$ cat config.mk
export PLATFORM = sky130hd
export DESIGN_NAME = fifo_stat_regs
export DESIGN_NICKNAME = d
export VERILOG_FILES = /design/src/rtl/fifo_stat_regs.sv
export SDC_FILE = /design/constraint.sdc
export NUM_CORES = 1
export LEC_CHECK = 0
export ABC_AREA = 0
export CORE_UTILIZATION = 40
export DETAILED_ROUTE_END_ITERATION = 12
export GPL_TIMING_DRIVEN = 0
export PLACE_DENSITY = 0.67
export SETUP_SLACK_MARGIN = 0.15
export SLEW_MARGIN = 20
export SYNTH_ARGS = -nofsm -noshare
export SYNTH_HDL_FRONTEND = slang
export SYNTH_SLANG_ARGS = --single-unit
$ cat constraint.sdc
create_clock -name clk -period 4 [get_ports clk]
set_input_delay 0.6 -clock clk [delete_from_list [all_inputs] [get_ports clk]]
set_output_delay 0.6 -clock clk [all_outputs]
set_load 0.01 [all_outputs]
$ cat src/rtl/fifo_stat_regs.sv
// Status and interrupt register block for up to eight monitored FIFOs.
// Each channel has a live count and flags, a high-water mark and a threshold.
// There is a shared 24-bit sticky interrupt status (threshold, overflow and
// underflow per channel), an interrupt enable, and a saturating overflow
// event counter.
// Bus protocol: a request is qualified by req_valid. With req_write=1 it
// commits at the rising clk edge and has no handshake back. With req_write=0,
// rdata is a combinational function of req_addr and the registered state, so
// it is valid in the same cycle.
module fifo_stat_regs #(
  parameter int NUM_CH = 2,
  parameter int CNT_W  = 9,
  parameter int EVT_W  = 16
) (
  input  logic                      clk,
  input  logic                      rst,
  input  logic                      req_valid,
  input  logic                      req_write,
  input  logic [31:0]               req_addr,
  input  logic [31:0]               req_wdata,
  input  logic [3:0]                req_wstrb,
  output logic [31:0]               rdata,
  input  logic [NUM_CH*CNT_W-1:0]   ch_count,
  input  logic [NUM_CH-1:0]         ch_empty,
  input  logic [NUM_CH-1:0]         ch_full,
  input  logic [NUM_CH-1:0]         ch_push,
  input  logic [NUM_CH-1:0]         ch_pop,
  output logic                      irq
);

  localparam logic [32:0] EVT_MAX = (33'd1 << EVT_W) - 33'd1;

  logic [CNT_W-1:0] hiwater [NUM_CH];
  logic [CNT_W-1:0] thresh  [NUM_CH];
  logic [NUM_CH-1:0] cmp_q;
  logic [23:0]      irq_en;
  logic [23:0]      irq_stat;
  logic [EVT_W-1:0] ovf_total;

  logic [CNT_W-1:0] cnt [NUM_CH];
  logic [NUM_CH-1:0] cmp_now, thr_evt, ovf_evt, udf_evt;
  logic [NUM_CH-1:0] thr_wr, hw_wr;
  logic [23:0]      valid_mask, set_vec, w1c_vec, irq_stat_next;
  logic [3:0]       ovf_cnt;
  logic [32:0]      ovf_sum;
  logic [EVT_W-1:0] ovf_next;

  logic [7:0] a;
  logic       is_ch, wr_en, en_wr, stat_wr, ovf_wr;
  logic [2:0] ch_idx;
  logic [3:0] off;

  // Address bits above [7:0], the top write-data byte and the top strobe
  // are not part of the map.
  logic unused_bits;
  assign unused_bits = ^{req_addr[31:8], req_wdata[31:24], req_wstrb[3]};

  assign a       = req_addr[7:0];
  assign is_ch   = ~a[7];
  assign ch_idx  = a[6:4];
  assign off     = a[3:0];
  assign wr_en   = req_valid & req_write;
  assign en_wr   = wr_en & (a == 8'h80);
  assign stat_wr = wr_en & (a == 8'h84);
  assign ovf_wr  = wr_en & (a == 8'h88);

  // Per-channel decode, live count slicing and event detection.
  always_comb begin
    for (int c = 0; c < NUM_CH; c++) begin
      cnt[c]     = ch_count[c*CNT_W +: CNT_W];
      cmp_now[c] = (cnt[c] >= thresh[c]);
      thr_evt[c] = cmp_now[c] & ~cmp_q[c];
      ovf_evt[c] = ch_push[c] & ch_full[c];
      udf_evt[c] = ch_pop[c] & ch_empty[c];
      thr_wr[c]  = wr_en & is_ch & (ch_idx == 3'(c)) & (off == 4'hC);
      hw_wr[c]   = wr_en & is_ch & (ch_idx == 3'(c)) & (off == 4'h8);
    end
  end

  // Sticky status next-state: set vector, W1C vector, and the mask that
  // keeps bits of absent channels at zero. A set beats a clear.
  always_comb begin
    valid_mask = '0;
    set_vec    = '0;
    for (int c = 0; c < NUM_CH; c++) begin
      valid_mask[c]      = 1'b1;
      valid_mask[8 + c]  = 1'b1;
      valid_mask[16 + c] = 1'b1;
      set_vec[c]         = thr_evt[c];
      set_vec[8 + c]     = ovf_evt[c];
      set_vec[16 + c]    = udf_evt[c];
    end
    w1c_vec = '0;
    if (stat_wr) begin
      for (int b = 0; b < 24; b++)
        w1c_vec[b] = req_wdata[b] & req_wstrb[b/8];
    end
    irq_stat_next = ((irq_stat & ~w1c_vec) | set_vec) & valid_mask;
  end

  // Overflow counter next-state: a write restarts from zero, then this
  // cycle's event popcount is added with saturation.
  always_comb begin
    ovf_cnt = '0;
    for (int c = 0; c < NUM_CH; c++)
      ovf_cnt = ovf_cnt + 4'(ovf_evt[c]);
    ovf_sum = (ovf_wr ? 33'd0 : 33'(ovf_total)) + 33'(ovf_cnt);
    if (ovf_sum > EVT_MAX)
      ovf_next = EVT_MAX[EVT_W-1:0];
    else
      ovf_next = ovf_sum[EVT_W-1:0];
  end

  // Per-channel registers: threshold (byte-strobed), high-water, and the
  // previous-cycle compare result.
  always_ff @(posedge clk) begin
    if (rst) begin
      for (int c = 0; c < NUM_CH; c++) begin
        hiwater[c] <= '0;
        thresh[c]  <= '0;
      end
      cmp_q <= '0;
    end else begin
      for (int c = 0; c < NUM_CH; c++) begin
        if (hw_wr[c] || (cnt[c] > hiwater[c]))
          hiwater[c] <= cnt[c];
        if (thr_wr[c]) begin
          for (int b = 0; b < CNT_W; b++)
            if (req_wstrb[b/8]) thresh[c][b] <= req_wdata[b];
        end
      end
      cmp_q <= cmp_now;
    end
  end

  // Global registers: interrupt enable, sticky status, overflow counter.
  always_ff @(posedge clk) begin
    if (rst) begin
      irq_en    <= '0;
      irq_stat  <= '0;
      ovf_total <= '0;
    end else begin
      if (en_wr) begin
        for (int b = 0; b < 24; b++)
          if (req_wstrb[b/8]) irq_en[b] <= req_wdata[b];
      end
      irq_stat  <= irq_stat_next;
      ovf_total <= ovf_next;
    end
  end

  // Combinational read mux; unmapped offsets and absent channels read 0.
  always_comb begin
    rdata = '0;
    if (is_ch) begin
      for (int c = 0; c < NUM_CH; c++) begin
        if (ch_idx == 3'(c)) begin
          case (off)
            4'h0: rdata = 32'(cnt[c]);
            4'h4: rdata = {27'd0, irq_stat[16 + c], irq_stat[8 + c],
                           irq_stat[c], ch_full[c], ch_empty[c]};
            4'h8: rdata = 32'(hiwater[c]);
            4'hC: rdata = 32'(thresh[c]);
            default: rdata = '0;
          endcase
        end
      end
    end else begin
      case (a)
        8'h80: rdata = {8'd0, irq_en};
        8'h84: rdata = {8'd0, irq_stat};
        8'h88: rdata = 32'(ovf_total);
        default: rdata = '0;
      endcase
    end
  end

  // Level interrupt from enabled sticky status.
  assign irq = |(irq_stat & irq_en);

endmodule

==> flow_metrics.py <==
metrics = {
    "critical_path": {
        "crit_path_max_fanout": 8,
        "end_kind": "output pin",
        "crit_arrival_ps": 3180,
        "reg2reg_depth": 6,
        "critPathKind": "in2out",
        "crit_path_start_kind": "input port",
        "crit_required_ps": 3400,
    },
    "min_path": {
        "hold_path_depth": 1,
        "hold_path_class": "reg2reg",
    },
    "pwr": {
        "switching_share_pct": 31.2,
        "seq_power_share_pct": 42.9,
        "total_leakage_power_nw": 2.72,
        "power.switching_mw": 0.747,
        "finalPower_mw": 2.39,
        "pwr-share-clk_pct": 34.4,
        "p_int_mw": 1.65,
        "peakVddDrop_mv": 0.193,
        "combPwrFrac_pct": 22.7,
        "power_density_nw_per_um2": 347,
    },
    "sta": {
        "rsz0062_at_grt": "false",
        "finalHoldViolations": 0,
        "fin_crit_sh_pct": 94.6,
        "setup_ws_ps": 218,
        "max_freq_mhz": 264,
        "setup_viol": 0,
        "tightest_slew_ps": 787,
        "slew_headroom_pct": 47.4,
        "worst_clock_skew_ps": 8.59,
        "drv_slew": 0,
        "min_period_ps": 3780,
    },
    "yosys": {
        "synth_top_family_by_area": "simple AND/OR/NAND/NOR gates",
        "yosys.area_share.simple_pct": 22.5,
        "syn_area_sq_um": 5420,
        "synthXorXnorAreaFrac_pct": 1.45,
        "synthAdderAreaFrac_pct": 8.91,
        "synth-warning-count": 0,
        "synth_top_area_cell": "edfxtp_1",
        "synth_edf_count": 36,
        "netlist_instances": 597,
        "synth_top_flop_cell": "dfxtp_1",
        "synth.avg_cell_area_sq_um": 9.07,
        "synth_cell_types": 65,
        "yosysSeqAreaShare_pct": 37.7,
        "synth_compound_area_share_pct": 17.1,
        "synth_top_area_share_pct": 20.0,
        "async_flop_share_pct": 0,
        "synth_mux_area_share_pct": 5.73,
        "ys_ff_latch": 84,
        "synth_area_leaders": "edfxtp_1 20%, dfxtp_1 18%, ha_1 8.5%, a21oi_1 6.1%, mux2i_1 4.1%",
    },
    "die": {
        "die_y_um": 118,
        "die-area_sq_um": 14000,
        "num_rows": 42,
        "coreArea_sq_um": 13200,
        "boundaryPins": 131,
        "start_util_pct": 40.9,
        "die_width_um": 118,
    },
    "clocking": {
        "cts_sinks": 84,
        "cts_tree": "built",
        "h-tree-depth": 3,
        "insertion_delay_ps": 360,
        "cts_hold_buf": 0,
        "clockBufferDepth": 2,
        "numCtsBuffers": 9,
        "clk_pin_slew_ps": 70,
        "cts_root_buf": "clkbuf_16",
    },
    "placement": {
        "gp_congestion": 0.921,
        "port-buffer-count": 88,
        "dp.cells": 868,
        "pre_cts_ws_ps": -546,
        "hpwl_um": 13700,
    },
    "detailed_routing": {
        "dr.pass1.iters": 11,
        "drt-initial-drc-count": 406,
        "finalWirelength_um": 17300,
        "ant_nets": 0,
        "wl_per_cell_um": 19.5,
        "via_count": 5019,
        "viasPerCell": 5.66,
        "drc": 0,
    },
    "final_layout": {
        "layout.cells.non_filler": 887,
        "drive_gt1_share_pct": 9.99,
        "syn_to_final_growth_pct": 27.4,
        "antenna_cells": 0,
        "final_nets": 842,
    },
    "global_routing": {
        "grt_pass1_wl_um": 26900,
        "antenna_found_initial": 0,
        "grt-ovfl-total": 0,
        "grt_usage_pct": 25.3,
        "grt_pass1_vias": 4921,
        "grt_max_degree": 17,
    },
    "outcome": {
        "outcome": "finished, final reports clean",
    },
    "flow_run": {
        "maxCapViolCount": 0,
    },
}
[logic make-up (layout without fill, tap and decap cells)]
group / count (synthesis) / after routing
buffers and inverters: 77 / 184
xor gates and xnor gates: 9 / 9
DFF: 84 / 84
muxes: 26 / 26
and+or+nand+nor: 219 / 219
other: 1 / 8
adders and majority gates: 38 / 38
AOI/OAI and AO/OA: 143 / 143
[critical path, cell delays in order]
cell	delay [ps]
clkdlybuf4s50_1	460
or4b_4	560
or2_1	240
buf_2	180
nor3_4	240
buf_4	180
a221o_1	140
clkdlybuf4s50_1	570
[through the flow]
step	util, %	area, sq um	hold WS (ps)	setup TNS, ps
floorplan	-	5440	399	0
global placement	49.4	6550	410	-6520
detailed placement	49.4	6550	420	-7770
CTS	51.8	6860	433	0
global route	52.1	6900	454	0
finish	52.1	6900	438	0
[final timing paths]
kind                                  end                         start  slack [ps]
max                              rdata[3]                   req_addr[4]         220
min                irq_stat[1]$_SDFF_PP0_           cmp_q[1]$_SDFF_PP0_         440
max reg2reg  hiwater[0][10]$_SDFFCE_PN0P_  hiwater[0][13]$_SDFFCE_PN0P_        1410
min reg2reg        irq_stat[1]$_SDFF_PP0_           cmp_q[1]$_SDFF_PP0_         440
[layout make-up]
cell class / count / area (sq um)
Multi-Input combinational cell: 443 / 3060
Timing Repair Buffer: 91 / 912
Clock buffer: 9 / 225
Sequential cell: 84 / 2040
Clock inverter: 7 / 57.6
Fill cell: 1271 / 6340
Inverter: 39 / 146
Tap cell: 176 / 220
Buffer: 38 / 241
[power by group through the flow]
stage / clock network [mW] / registers [mW] / logic, mW
2_1_floorplan: 0 / 1.02 / 0.339
3_3_place_gp: 0 / 1.04 / 0.511
3_5_place_dp: 0 / 1.05 / 0.533
4_1_cts: 0.830 / 1.03 / 0.538
5_1_grt: 0.868 / 1.03 / 0.598
6_report: 0.823 / 1.03 / 0.543
[flip-flops by register name, indices dropped and copies added (netlist names)]
name	cells
cmp_q	2
hiwater	18
irq_en	24
irq_stat	6
ovf_total	16
thresh	18
[per-layer routing]
layer | part of all wire (%) | wire (um) | GRT usage, % | vias to the layer above
li1 | - | - | - | 2381
met3 | 7.1 | 1230 | 5.50 | 34
met4 | 2.7 | 470 | 9.89 | 0
met2 | 46 | 7990 | 40.5 | 188
met1 | 44 | 7560 | 33.4 | 2416
met5 | 0 | 0 | 0 | -
[layout by cell type (no fill, tap or decap), drive strengths merged, types with 5 or more instances in the layout]
master,instances
buf,24
nand2b,23
clkbuf,26
xnor2,8
nand2,46
nor3,12
conb,8
nor2b,5
ha,37
nor2,28
edfxtp,36
a22oi,7
and4,5
clkdlybuf4s50,83
nor4,5
nand3,39
and2,30
o22ai,9
a221oi,7
inv,44
mux2i,22
dfxtp,48
a21oi,68
o21ai,12
a22o,6
[repair_timing]
action                                  in CTS  in global routing
resized for setup                            9                 14
pin swaps                                    2                  1
setup buffers                                2                  1
endpoints found under the setup margin      37                 30
[synth_stat cells, types with 5 or more instances]
cell type  count
a221oi_1       7
xnor2_1        8
nor4_1         5
mux2i_1       22
nor3_1         9
and2_1        29
buf_4         10
edfxtp_1      36
nor2b_1        5
o22ai_1        9
buf_2         10
dfxtp_1       48
a21oi_1       66
nand3_1       39
nor2_1        28
nand2_1       45
clkbuf_1      15
ha_1          37
nand2b_1      23
inv_1         39
a22o_1         6
and4_1         5
o21ai_0       11
a22oi_1        7
No activity file was read; power rests on OpenSTA's default activity.
